$ cat src/rtl/mul_seq_ctrl_if.sv
// Handshake and ALU-sharing bundle between the pipeline and the multiply sequencer.
// master = pipeline/ALU side, slave = mul_seq_ctrl.
`ifndef ALU_B_OP_W
`define ALU_B_OP_W    1
`define ALU_B_OP_REGB 1'b1
`define ALU_B_OP_IM   1'b0
`endif

interface mul_seq_ctrl_if #(
  parameter int DATA_W = 16
);
  logic                   start;
  logic                   flush;
  logic [DATA_W-1:0]      op_a;
  logic [DATA_W-1:0]      op_b;
  logic [DATA_W-1:0]      alu_result;
  logic                   alu_own;
  logic [DATA_W-1:0]      alu_a_data;
  logic [DATA_W-1:0]      alu_b_reg;
  logic [DATA_W-1:0]      alu_b_imm;
  logic [`ALU_B_OP_W-1:0] alu_b_op;
  logic                   busy;
  logic                   stall;
  logic                   done;
  logic [DATA_W-1:0]      result;

  modport master (
    output start, flush, op_a, op_b, alu_result,
    input  alu_own, alu_a_data, alu_b_reg, alu_b_imm, alu_b_op,
           busy, stall, done, result
  );

  modport slave (
    input  start, flush, op_a, op_b, alu_result,
    output alu_own, alu_a_data, alu_b_reg, alu_b_imm, alu_b_op,
           busy, stall, done, result
  );
endinterface

$ cat src/rtl/mul_seq_ctrl.sv
// Shift-and-add multiply sequencer borrowing the shared ALU, one step per cycle; done pulse after DATA_W+1 cycles.
// Optional MUL_EARLY_EXIT_EN ends the sequence as soon as the remaining multiplier is zero.
`ifndef ALU_B_OP_W
`define ALU_B_OP_W    1
`define ALU_B_OP_REGB 1'b1
`define ALU_B_OP_IM   1'b0
`endif

module mul_seq_ctrl #(
  parameter int DATA_W = 16
) (
  input logic          clk,
  input logic          rst,
  mul_seq_ctrl_if.slave bus
);
  localparam int CNT_W = $clog2(DATA_W) + 1;
  localparam logic [CNT_W-1:0] LAST_CNT = CNT_W'(DATA_W - 1);

  typedef enum logic [1:0] {IDLE, RUN, DONE} state_t;

  state_t            state, state_nxt;
  logic [DATA_W-1:0] acc, mcand, mplr, res_q;
  logic [CNT_W-1:0]  cnt;
  logic              accept, step, mplr_zero;

`ifdef MUL_EARLY_EXIT_EN
  assign mplr_zero = (mplr == '0);
`else
  assign mplr_zero = 1'b0;
`endif

  always_comb begin
    state_nxt = state;
    accept    = 1'b0;
    step      = 1'b0;
    unique case (state)
      IDLE: begin
        if (bus.start) begin
          accept    = 1'b1;
          state_nxt = RUN;
        end
      end
      RUN: begin
        step = !mplr_zero;
        // flush outranks both the normal and early completion
        if (bus.flush)
          state_nxt = IDLE;
        else if (mplr_zero || cnt == LAST_CNT)
          state_nxt = DONE;
      end
      DONE: begin
        if (bus.flush) begin
          state_nxt = IDLE;
        end else if (bus.start) begin
          accept    = 1'b1;
          state_nxt = RUN;
        end else begin
          state_nxt = IDLE;
        end
      end
      default: state_nxt = IDLE;
    endcase
  end

  always_ff @(posedge clk or negedge rst) begin
    if (!rst) begin
      state <= IDLE;
      acc   <= '0;
      mcand <= '0;
      mplr  <= '0;
      cnt   <= '0;
      res_q <= '0;
    end else begin
      state <= state_nxt;
      if (accept) begin
        acc   <= '0;
        mcand <= bus.op_a;
        mplr  <= bus.op_b;
        cnt   <= '0;
      end else if (step) begin
        acc   <= bus.alu_result;
        mcand <= mcand << 1;
        mplr  <= mplr >> 1;
        cnt   <= cnt + 1'b1;
      end
      if (state == RUN && state_nxt == DONE)
        res_q <= step ? bus.alu_result : acc;
    end
  end

  // ALU operands are quiet whenever this block does not own the ALU
  assign bus.alu_own    = step;
  assign bus.alu_a_data = step ? acc : '0;
  assign bus.alu_b_reg  = step ? mcand : '0;
  assign bus.alu_b_imm  = '0;
  assign bus.alu_b_op   = (step && mplr[0]) ? `ALU_B_OP_REGB : `ALU_B_OP_IM;
  assign bus.busy       = (state == RUN);
  assign bus.stall      = (state == RUN);
  assign bus.done       = (state == DONE);
  assign bus.result     = res_q;
endmodule
$ cat src/flat_wrapper.sv
// flat-port wrapper written by rule: the top's interface ports become plain ports
module mul_seq_ctrl_flat 
#(
  parameter int DATA_W = 16
)
  (clk, rst, bus_start, bus_flush, bus_op_a, bus_op_b, bus_alu_result, bus_alu_own, bus_alu_a_data, bus_alu_b_reg, bus_alu_b_imm, bus_alu_b_op, bus_busy, bus_stall, bus_done, bus_result);
  mul_seq_ctrl_if #(.DATA_W(DATA_W)) bus_i ();
  input logic clk;
  input logic rst;
  input wire logic [$bits(bus_i.start)-1:0] bus_start;
  input wire logic [$bits(bus_i.flush)-1:0] bus_flush;
  input wire logic [$bits(bus_i.op_a)-1:0] bus_op_a;
  input wire logic [$bits(bus_i.op_b)-1:0] bus_op_b;
  input wire logic [$bits(bus_i.alu_result)-1:0] bus_alu_result;
  output wire logic [$bits(bus_i.alu_own)-1:0] bus_alu_own;
  output wire logic [$bits(bus_i.alu_a_data)-1:0] bus_alu_a_data;
  output wire logic [$bits(bus_i.alu_b_reg)-1:0] bus_alu_b_reg;
  output wire logic [$bits(bus_i.alu_b_imm)-1:0] bus_alu_b_imm;
  output wire logic [$bits(bus_i.alu_b_op)-1:0] bus_alu_b_op;
  output wire logic [$bits(bus_i.busy)-1:0] bus_busy;
  output wire logic [$bits(bus_i.stall)-1:0] bus_stall;
  output wire logic [$bits(bus_i.done)-1:0] bus_done;
  output wire logic [$bits(bus_i.result)-1:0] bus_result;
  assign bus_i.start = bus_start;
  assign bus_i.flush = bus_flush;
  assign bus_i.op_a = bus_op_a;
  assign bus_i.op_b = bus_op_b;
  assign bus_i.alu_result = bus_alu_result;
  assign bus_alu_own = bus_i.alu_own;
  assign bus_alu_a_data = bus_i.alu_a_data;
  assign bus_alu_b_reg = bus_i.alu_b_reg;
  assign bus_alu_b_imm = bus_i.alu_b_imm;
  assign bus_alu_b_op = bus_i.alu_b_op;
  assign bus_busy = bus_i.busy;
  assign bus_stall = bus_i.stall;
  assign bus_done = bus_i.done;
  assign bus_result = bus_i.result;
  mul_seq_ctrl #(.DATA_W(DATA_W)) u_core (.clk(clk), .rst(rst), .bus(bus_i));
endmodule
$ cat config.mk
export PLATFORM = sky130hd
export DESIGN_NAME = mul_seq_ctrl_flat
export DESIGN_NICKNAME = d
export VERILOG_FILES = /design/src/rtl/mul_seq_ctrl_if.sv /design/src/rtl/mul_seq_ctrl.sv /design/src/flat_wrapper.sv
export SDC_FILE = /design/constraint.sdc
export NUM_CORES = 1
export LEC_CHECK = 0
export BUFFER_PORTS_ARGS = -buffer_cell sky130_fd_sc_hd__buf_2
export CAP_MARGIN = 20
export CELL_PAD_IN_SITES_DETAIL_PLACEMENT = 2
export CELL_PAD_IN_SITES_GLOBAL_PLACEMENT = 2
export CORE_MARGIN = 2
export CORE_UTILIZATION = 24
export DETAILED_ROUTE_END_ITERATION = 8
export PLACE_DENSITY_LB_ADDON = 0.1
export SYNTH_ARGS = -nofsm -noshare
export SYNTH_HDL_FRONTEND = slang
export SYNTH_SLANG_ARGS = --single-unit
$ cat constraint.sdc
create_clock -name clk -period 1.8 [get_ports clk]
set_input_delay 0 -clock clk [delete_from_list [all_inputs] [get_ports clk]]
set_output_delay 0 -clock clk [all_outputs]
set_load 0.02 [all_outputs]
==> flow_summary_export.csv <==
group,metric,value,unit
layout,fin_nets,515,
global_routing,grt_overflow,0,
pwr,pwr-share-comb,29.7,%
cts,htree_levels,3,
route,avgRoutedWirePerCell,14.5,um
place,post-place-ws,-0.0113,ns
synth,synth_cells,299,
worst_setup_path,rr_startpoint,"u_core.cnt[0]",
sta,relSlewSlack,58.2,%
global_routing,grt_pass1_wl,15.5,mm
synth,synth_seq_area_share,50.3,%
pwr,seqPwrFrac,38.8,%
worst_setup_path,r2r_slack,0.01,ns
worst_setup_path,cpPeakStageDelay,0.36,ns
floorplanning,dieHeight,125,um
layout,n_antenna_cell,0,
worst_hold_path,hold_path.startpoint,"bus_flush",
sta,finalCritPeriodShare,99.4,%
sta,setup_ws,0.0108,ns
pwr,power_frac_clock,31.6,%
pwr,p_leak,2.52,nW
pwr,p_sw,0.00167,W
route,drtAntennaViolNets,0,
synth,synth.distinct_cells,31,
sta,rsz0062_at_grt,"true",
floorplanning,initial_core_util,24.4,%
route,drc,0,
sta,whs,0.101,ns
worst_setup_path,path_buf_inv,2,
layout,drive_gt1_share,46.8,%
floorplanning,die_w,125,um
sta,tightest_slew,0.626,ns
worst_setup_path,cp.arrival,2.00,ns
global_routing,grt_pass1_vias,2994,
route,vias,2720,
cts,clock_path_buffers,2,
worst_setup_path,slowest_stage,"dfrtp_1",
worst_setup_path,start_kind,"flip-flop",
worst_hold_path,holdPathEnd,"u_core.mplr[0]",
sta,finalHoldViolCount,0,
route,drt_wl_total,9.44,mm
route,drt-initial-drc-count,48,
floorplanning,top_level_ports,121,
floorplanning,coreArea,14500,sq um
layout,postLayoutCellArea,5180,sq um
route,first_pass_iters,4,
status,status,"completed",
layout,fin_util,35.8,%
sta,fin_setup_tns,0,ns
sta,setup_violations,0,
sta,skew,0.00581,ns
job,maxCapViolCount,0,
worst_setup_path,crit_family,"simple AND/OR/NAND/NOR gates",
sta,min_period,1.79,ns
worst_setup_path,crit_required,2.01,ns
pwr,p_int,0.00398,W
cts,root_buffer,"clkbuf_16",
pwr,ir_drop,392,uV
global_routing,grt_antenna_before_repair,0,
floorplanning,die_area,15700,sq um
worst_setup_path,critPathKind,"flip-flop to flip-flop",
worst_hold_path,worstHoldPathType,"input pin to flip-flop",
worst_setup_path,crit_path_cell_trace,"ha_2 -> and3_4 -> ha_4 -> nor3b_4 -> buf_4 -> buf_16 -> mux2_4",
global_routing,track_usage,12.5,%
place,dp_hpwl,6.11,mm
cts,cts_tree,"built",
route,vias_per_cell,4.18,
synth,ys_ff_latch,71,
cts,clk_latency,0.33,ns
sta,max_freq,0.559,GHz
synth,avgSynthCellArea,11.8,sq um
pwr,sw_frac_of_total,29.6,%
worst_setup_path,reg2regPathDepth,7,
worst_setup_path,end_kind,"flip-flop",
place,placed_area,4240,sq um
place,gp_congestion,0.645,
floorplanning,rows,44,
synth,syn_area,3530,sq um
place,io_buffers,104,
worst_hold_path,min_path_cells,4,
worst_setup_path,reg2reg_to,"u_core.bus.result[12]",
sta,slew_viol_final,0,
layout,areaGrowthSynthToFinish,46.8,%
cts,numCtsBuffers,9,
cts,clkSlewWorstSetupHoldPaths,0.06,ns
synth,ys_warn_count,0,
cts,cts_num_sinks,71,
pwr,power_density,1090,nW/um^2
worst_setup_path,crit_path_max_fanout,8,
global_routing,grt_max_degree,45,
-- flip-flops by register name, indices dropped and copies added (netlist names) --
register / cells
u_core.bus.result: 16
u_core.cnt: 5
u_core.acc: 16
u_core.state: 2
u_core.mplr: 16
u_core.mcand: 16
-- power by group through the flow --
stage | Sequential, W | Clock [W] | Combinational (W)
after detailed placement | 0.00223 | 0 | 0.00156
after global routing | 0.00225 | 0.00193 | 0.00187
after CTS | 0.00220 | 0.00186 | 0.00169
after floorplan | 0.00215 | 0 | 0.00117
final | 0.00219 | 0.00179 | 0.00168
after global placement | 0.00221 | 0 | 0.00153
-- layout make-up --
| class | count | area [sq um] |
|---|---|---|
| Clock inverter | 6 | 60.1 |
| Timing Repair Buffer | 171 | 1250 |
| Sequential cell | 71 | 1780 |
| Clock buffer | 10 | 239 |
| Multi-Input combinational cell | 204 | 1610 |
| Fill cell | 1583 | 9300 |
| Inverter | 4 | 15.0 |
| Tap cell | 184 | 230 |
-- synth_stat cells (all sizes together) --
master  count  share of area (%)
clkbuf      7               0.74
nand2      37                3.9
a211oi      1               0.21
a21oi      17                2.4
xnor2       1               0.25
nand3b      1               0.21
nand4       1               0.18
dfrtp      71                 50
and3        1               0.18
mux2i       1               0.28
mux2       74                 25
inv         4               0.42
conb        1               0.11
nor3b       1               0.53
buf        28                5.8
nand2b      2               0.57
xor2        1               0.25
o21ai       4               0.57
o211ai      2               0.42
a32oi       1               0.25
nor2        4               0.42
and2       34                6.0
and2b       2               0.42
o31ai       1               0.21
ha          2               0.71
-- layout by cell type, fill, tap and decap left out, types with 2 or more instances in the layout --
cell type / instances
buf_2: 103
dfrtp_1: 71
mux2_2: 58
dlygate4sd3_1: 50
nand2_1: 37
and2_1: 34
a21oi_1: 17
mux2_4: 16
conb_1: 16
clkbuf_16: 10
buf_4: 10
o21ai_0: 4
buf_12: 4
inv_1: 3
nor2_1: 3
clkinv_2: 3
and2b_1: 2
o211ai_1: 2
clkinvlp_4: 2
-- per-layer routing --
metal	track usage, %	part of all wire, %
met4	3.92	1.3
met5	0	0
met2	20.8	49
met3	3.25	3.9
met1	15.9	46
-- worst max-delay path by stage --
| stage | startpoint | endpoint | slack, ns | cells past startpoint |
|---|---|---|---|---|
| 6_report | u_core.cnt[0] | u_core.bus.result[12] | 0.01 | 7 |
| 3_3_place_gp | u_core.cnt[0] | u_core.bus.result[15] | 0.07 | 6 |
| 3_5_place_dp | u_core.cnt[0] | u_core.bus.result[3] | -0.01 | 6 |
| 4_1_cts | u_core.cnt[0] | u_core.bus.result[14] | -0.03 | 7 |
| 2_1_floorplan | u_core.cnt[0] | u_core.bus.result[10] | 0.005 | 6 |
| 5_1_grt | u_core.cnt[0] | u_core.bus.result[8] | -0.06 | 7 |
-- stage by stage --
| stage | power (W) | std cells |
|---|---|---|
| 3_3_place_gp | 0.00374 | 577 |
| 4_1_cts | 0.00574 | 647 |
| 5_1_grt | 0.00606 | 650 |
| 6_report | 0.00566 | 650 |
| 3_5_place_dp | 0.00379 | 577 |
| 2_1_floorplan | 0.00332 | 314 |
-- logic make-up (layout without fill, tap and decap cells) --
logic type	Yosys count	after routing	synth area share [%]
AOI/OAI and AO/OA	26	26	4.07
xor gates and xnor gates	2	2	0.496
adders and majority gates	2	2	0.708
buffers and inverters	39	191	7.01
DFF	71	71	50.3
muxes	75	75	24.8
other	1	16	0.106
and+or+nand+nor	83	83	12.5
-- timing repair --
| action | in CTS | in global routing |
|---|---|---|
| resized for setup | 0 | 15 |
| hold endpoints to repair | 108 | 0 |
| pin swaps | 0 | 2 |
| hold buffers | 50 | 0 |
| gates cloned | 1 | 1 |
| setup endpoints to repair | 7 | 30 |
| setup buffers | 3 | 2 |
-- worst min-delay path: cells and delay by family --
family	cells	cell delay, ns
compound gates	2	0.18
buf+inv	1	0.13
simple gates	1	0.08
No activity file was read; power rests on OpenSTA's default activity.
